**src/rtl/sub_result_bcd_converter.sv**
```systemverilog
// Converts the subtractor result to sign plus three BCD digits
// using a sequential double-dabble with a valid/ready handshake.
module sub_result_bcd_converter #(
   parameter bit SIGNED_MODE = 1'b0,
   parameter bit ZERO_BLANK  = 1'b1
) (
   input  logic       clk,
   input  logic       rst_n,
   input  logic [7:0] DiffIn,
   input  logic       BorrowIn,
   input  logic       InValid,
   output logic       InReady,
   output logic       Negative,
   output logic [3:0] Hundreds,
   output logic [3:0] Tens,
   output logic [3:0] Ones,
   output logic       OutValid,
   input  logic       OutReady,
   output logic       Busy
);

   typedef enum logic [1:0] {
      IDLE = 2'd0,
      CONV = 2'd1,
      DONE = 2'd2
   } state_t;

   state_t state, nextState;

   logic [7:0]  magReg;
   logic [11:0] bcdReg;
   logic [2:0]  count;
   logic        signReg;

   logic        accSign;
   logic [7:0]  accMag;
   logic [11:0] bcdAdj;
   logic [19:0] shifted;
   logic [3:0]  hDig, tDig, oDig;
   logic [3:0]  hOut, tOut;

   always_comb begin
      accSign = SIGNED_MODE ? DiffIn[7] : BorrowIn;
      accMag  = accSign ? (~DiffIn + 8'd1) : DiffIn;
   end

   // Add-3 correction on every nibble before each shift
   always_comb begin
      for (int i = 0; i < 3; i++) begin
         bcdAdj[i*4 +: 4] = (bcdReg[i*4 +: 4] >= 4'd5)
                          ? bcdReg[i*4 +: 4] + 4'd3
                          : bcdReg[i*4 +: 4];
      end
      shifted = {bcdAdj[10:0], magReg, 1'b0};
      hDig = shifted[19:16];
      tDig = shifted[15:12];
      oDig = shifted[11:8];
      hOut = (ZERO_BLANK && hDig == 4'd0) ? 4'hF : hDig;
      tOut = (ZERO_BLANK && hDig == 4'd0 && tDig == 4'd0)
           ? 4'hF : tDig;
   end

   always_ff @(posedge clk or negedge rst_n) begin
      if (!rst_n) state <= IDLE;
      else        state <= nextState;
   end

   always_comb begin
      nextState = state;
      unique case (state)
         IDLE: if (InValid) nextState = CONV;
         CONV: if (count == 3'd7) nextState = DONE;
         DONE: if (OutReady) nextState = IDLE;
         default: nextState = IDLE;
      endcase
   end

   always_comb begin
      InReady  = (state == IDLE);
      Busy     = (state == CONV);
      OutValid = (state == DONE);
   end

   always_ff @(posedge clk or negedge rst_n) begin
      if (!rst_n) begin
         magReg   <= '0;
         bcdReg   <= '0;
         count    <= '0;
         signReg  <= 1'b0;
         Negative <= 1'b0;
         Hundreds <= '0;
         Tens     <= '0;
         Ones     <= '0;
      end else begin
         if (state == IDLE && InValid) begin
            magReg  <= accMag;
            bcdReg  <= '0;
            count   <= '0;
            // a zero magnitude is never reported as negative
            signReg <= accSign && (accMag != 8'd0);
         end else if (state == CONV) begin
            magReg <= shifted[7:0];
            bcdReg <= shifted[19:8];
            count  <= count + 3'd1;
            if (count == 3'd7) begin
               Negative <= signReg;
               Hundreds <= hOut;
               Tens     <= tOut;
               Ones     <= oDig;
            end
         end
      end
   end

endmodule

```
**config.mk**
```make
export PLATFORM = sky130hd
export DESIGN_NAME = sub_result_bcd_converter
export DESIGN_NICKNAME = d
export VERILOG_FILES = /design/src/rtl/sub_result_bcd_converter.sv
export SDC_FILE = /design/constraint.sdc
export NUM_CORES = 1
export LEC_CHECK = 0
export ABC_CLOCK_PERIOD_IN_PS = 5050
export CAP_MARGIN = 0
export CORE_ASPECT_RATIO = 0.5
export CORE_MARGIN = 2
export CORE_UTILIZATION = 55
export DETAILED_ROUTE_END_ITERATION = 7
export PLACE_DENSITY = 0.8
export SYNTH_ARGS = -nofsm -noshare
export SYNTH_HDL_FRONTEND = slang
export SYNTH_SLANG_ARGS = --single-unit
```
**constraint.sdc**
```tcl
create_clock -name clk -period 5.05 [get_ports clk]
set_input_delay 1.01 -clock clk [delete_from_list [all_inputs] [get_ports clk]]
set_output_delay 1.01 -clock clk [all_outputs]
set_load 0.02 [all_outputs]
```
Word-level counts from Yosys, hierarchy flattened
Index checks and enable logic that the tools add are counted.
Storage, ports and cells
  logic and storage cells: 51
  register bits: 39
  output and inout port bits: 16
  input bits: 13
Cells by class
  equality and inequality tests: 6
  $lt $le $gt $ge: 3
  bitwise logic cells: 2
  mux-type cells: 16
  $add $sub $neg: 5
  reduce and logical (&&, ||, !) cells: 10
Operators with widths (count)
  12-bit two-way mux: 2
  8-bit two-way mux: 3
  4-bit two-way mux: 4
  4-bit by 3-bit greater-or-equal comparator with 1-bit output, second input constant: 3
  3-bit two-way mux: 3
  4-bit by 2-bit adder with 4-bit output, second input constant: 2
  8-bit by 1-bit adder with 8-bit output, second input constant: 1
  4-bit zero test: 2
  8-bit NOT: 1
  8-bit nonzero test: 1
  2-bit two-way mux: 3
  2-bit case mux with 3 select lines: 1
  3-bit AND reduction: 2
  2-bit by 1-bit inequality test with 1-bit output, second input constant: 2
  3-bit by 1-bit adder with 3-bit output, second input constant: 1
  3-bit by 2-bit adder with 3-bit output, second input constant: 1
  3-bit == test, second input constant: 1
  1-bit logical AND: 3
  2-bit by 1-bit == test with 1-bit output, second input constant: 1
  2-bit == test, second input constant: 1
  2-bit zero test: 1
  2-bit inequality test, second input constant: 1
  2-bit nonzero test: 1
  1-bit NOT: 1

Longest topological paths before layout
  word-level depth: 5
  depth in mapped cells: 8
  gate-level depth less buffers: 7

Worst setup path after synthesis
OpenSTA, ideal clock, no wires.
  kind: input -> register
  start: in DiffIn[4]
  end: reg signReg
  cell stages on the path: 5
  data required time: 4917 ps
  path slack: 2617 ps
  arrival: 2300 ps
  path through: or4_4 > or4_4 > xor2_1 > nor3_2 > a31oi_1
Between the ends
  longest elaborated chain between the ends: 5
RTL lines
  start: declaration: line 9  | input logic [7:0] DiffIn,
  8-bit NOT: line 44  | accMag = accSign ? (~DiffIn + 8'd1) : DiffIn;
  8-bit by 1-bit adder with 8-bit output: line 44
  8-bit two-way mux (*): line 44
  8-bit nonzero test (*): line 100  | signReg <= accSign && (accMag != 8'd0);
  1-bit logical AND (*): line 100
  end signal: assignment: line 100
  end: declaration: line 33  | logic signReg;
Mark *: on every way between the ends. The rest lies on a longest branch, timed or not.
A chain may end at the register's enable or synchronous reset.

Worst setup path in the final report
  start: reg state[1]
  end: out Busy
Between the ends
  longest elaborated chain between the ends: 1
RTL lines
  start: declaration: line 28  | state_t state, nextState;
  start signal: assignment: line 65  | else state <= nextState;
  2-bit by 1-bit == test with 1-bit output: line 80  | Busy = (state == CONV);
  end: declaration: line 19  | output logic Busy
No other way between the ends.

==> summary.md <==
| Metric | Value |
|---|---|
| Max Buffers Root-to-Sink | 2 |
| RePlAce Congestion | 0.825 |
| Vias | 1745 |
| Worst Setup End Kind | output pin |
| Hold slack | 474 ps |
| CP required | 4040 ps |
| Global-route wire length before repair | 7180 um |
| Startpoint type of the worst setup path | flip-flop |
| DR iter-0 viols | 78 |
| Post-layout minimum cycle time | 3510 ps |
| Synth Warn # | 0 |
| Drt total wl | 4520 um |
| WL per Instance | 14.2 um |
| Slew Limit Fails | 0 |
| FMAX | 0.285 GHz |
| Post-Place Cells | 310 |
| R2R depth | 6 |
| Die ar. | 0.00446 sq mm |
| Max incr delay on CP | 720 ps |
| Syn Std Cell Area | 0.00215 sq mm |
| Row cnt | 16 |
| Residual DRC | 0 |
| Finished Core Util | 67.2% |
| Distinct cells, synth | 36 |
| Clock sinks | 39 |
| Final setup TNS | 0 ps |
| Cells after synthesis | 239 |
| Post-CTS Hold Buffers | 0 |
| TritonCTS Buffers | 5 |
| Worst path slowest cell | clkdlybuf4s50_1 |
| WS Path Type | flip-flop to output pin |
| Skew-Pair Late Insertion Delay | 280 ps |
| Max-slew headroom | 38.0% |
| Clock Tree Root | clkbuf_8 |
| Half-perimeter wire length after placement | 3140 um |
| Worst path cell trace | nand2b_1 -> inv_1 -> clkdlybuf4s50_1 |
| Status | completed |
| Layout cells sized above 1 | 6.82% |
| Dpl ws | 1910 ps |
| Psw | 653 uW |
| Layout Skew | 3.97 ps |
| PD cells | 620 mW/mm^2 |
| Lkg Pwr | 0.00112 uW |
| Num ports | 29 |
| Commonest non-fill, non-tap cell in the layout | dfrtp_1 |
| Sw frac | 41.0% |
| RSZ-0062 raised after global routing | no |
| VDD IR max | 0.188 mV |
| Min-delay src | Ones[0]$_DFFE_PN0P_ |
| Average cell area after synthesis | 9.01 sq um |
| Seq/Total Area, Yosys | 45.3% |
| Vias in the first global route | 1554 |
| Chip height | 48.2 um |
| R2r endpoint | Tens[2]$_DFFE_PN0P_ |
| Share of the synthesized area in the top cell type | 45.3% |
| R2R Path Start | state[1]$_DFFE_PN0P_ |
| Final period util | 69.5% |
| Clock Pin Slew Worst Setup and Hold Paths | 80 ps |
| Fin. Hold Viols | 0 |
| Slew @ Worst Pin | 930 ps |
| Final setup margin | 1540 ps |
| Syn nets | 261 |
| Pint | 940 uW |
| Grt total ovfl | 0 |
| Clk pwr share | 16.9% |
| Min-Delay Path Class | flip-flop to flip-flop |
| TritonCTS clock tree | done |
| Vias per cell | 5.49 |
| Fin nets | 285 |
| Max-Cap Viols | 0 |
| Post-CTS resize count | 0 |
| Post-route ant nets | 0 |
| Worst Hold End | Ones[0]$_DFFE_PN0P_ |
| CP Max Fanout | 25 |
| H-tree depth | 2 |
| Hold Path Depth | 2 |
| Synth-to-Final Area Change | 19.3% |
| DRT Pass-1 Iters | 4 |
| Largest cells by area after synthesis | dfrtp_1, o21ai_0, nand2_1 |
| Reg2Reg Setup Slack | 2280 ps |
| Most frequent cells in the layout | dfrtp_1, nand2_1, o21ai_0 |
| Postcts setup bufs | 0 |
| Port bufs | 28 |
| Die Width | 92.5 um |
| Worst EP arrival | 2500 ps |
| Core Box Area | 0.00382 sq mm |
| Finish-stage setup viols | 0 |
| Antenna diodes | 0 |
| Reg power frac | 34.9% |
| Synthesized flop and latch total | 39 |
| Gate power share | 48.2% |
| Tot GR Track Use | 21.0% |
| Initial antenna violation count | 0 |
| Final std cells w/o fill | 318 |
| Initial core utilization | 56.3% |
| Most area-hungry cell type in the Yosys netlist | dfrtp_1 |
| Largest net degree at the start of global routing | 40 |
synthesized netlist by cell type (all sizes together):
master	number
ha	9
a31oi	5
o21a	1
or3b	2
xor2	6
a22oi	5
nor3b	3
or3	1
nand2	35
o31ai	2
o32ai	1
a2111oi	1
o21bai	1
inv	11
a221o	2
o41ai	1
nor2b	1
and2	2
nand3	13
mux2	2
or2	1
a211oi	1
xnor2	4
nand2b	9
dfrtp	39
buf	2
or4	2
nor2	11
a21oi	10
clkbuf	9
mux2i	6
a22o	1
a31o	1
nor3	8
o21ai	31
worst max-delay path by stage:
stage / startpoint / endpoint / slack (ps) / cells after the start
3_5_place_dp: state[1]$_DFFE_PN0P_ / Busy / 1910 / 3
5_1_grt: state[1]$_DFFE_PN0P_ / Busy / 1390 / 3
6_report: state[1]$_DFFE_PN0P_ / Busy / 1540 / 3
3_3_place_gp: state[1]$_DFFE_PN0P_ / Busy / 2000 / 3
2_1_floorplan: DiffIn[4] / signReg$_DFFE_PN0P_ / 2620 / 5
4_1_cts: state[1]$_DFFE_PN0P_ / Busy / 1550 / 3
through the flow:
step	cell area [sq um]	total power (uW)
floorplan	2150	1080
global placement	2450	1290
detailed placement	2450	1320
CTS	2570	1600
global route	2570	1730
finish	2570	1590
critical path, delay by kind of cell, from the launching register on:
kind / cells / cell delay (ps)
DFF: 1 / 400
and+or+nand+nor: 1 / 520
buffers and inverters: 2 / 1280
sequential cells by signal, indices dropped and copies added (netlist names):
signal / cells
bcdReg: 12
magReg: 8
Negative: 1
count: 3
state: 2
Tens: 4
signReg: 1
Hundreds: 4
Ones: 4
cells by family (layout without fill, tap and decap cells):
group,count (synthesis),in the layout,synth area share [%]
and+or+nand+nor,88,88,20.1
buffers and inverters,22,47,3.95
AOI/OAI and AO/OA,63,63,17.5
adders and majority gates,9,9,5.23
muxes,8,8,3.84
xor gates and xnor gates,10,10,4.07
DFF,39,39,45.3
metal layers:
layer	wire length, um	vias up	part of all wire [%]	global-route usage [%]
li1	-	884	-	-
met1	2160	829	48	26.8
met2	2210	28	49	38.8
met3	113	4	2.5	4.33
met4	31	0	0.69	5.07
met5	0	-	0	0
area by class of cell:
class | count | area, sq um
clock inverters | 2 | 35.0
multi-input cells | 178 | 1090
flip-flops and latches | 39 | 976
well taps | 54 | 67.6
fillers | 301 | 1250
repair buffers | 28 | 275
inverters | 11 | 41.3
clock buffers | 6 | 82.6
power by group through the flow:
stage	logic [uW]	registers [uW]	clock network, uW
floorplan	482	596	0
global route	863	578	289
finish	768	556	269
global placement	741	552	0
detailed placement	764	559	0
CTS	773	555	273
Power figures use the tool's default switching activity.
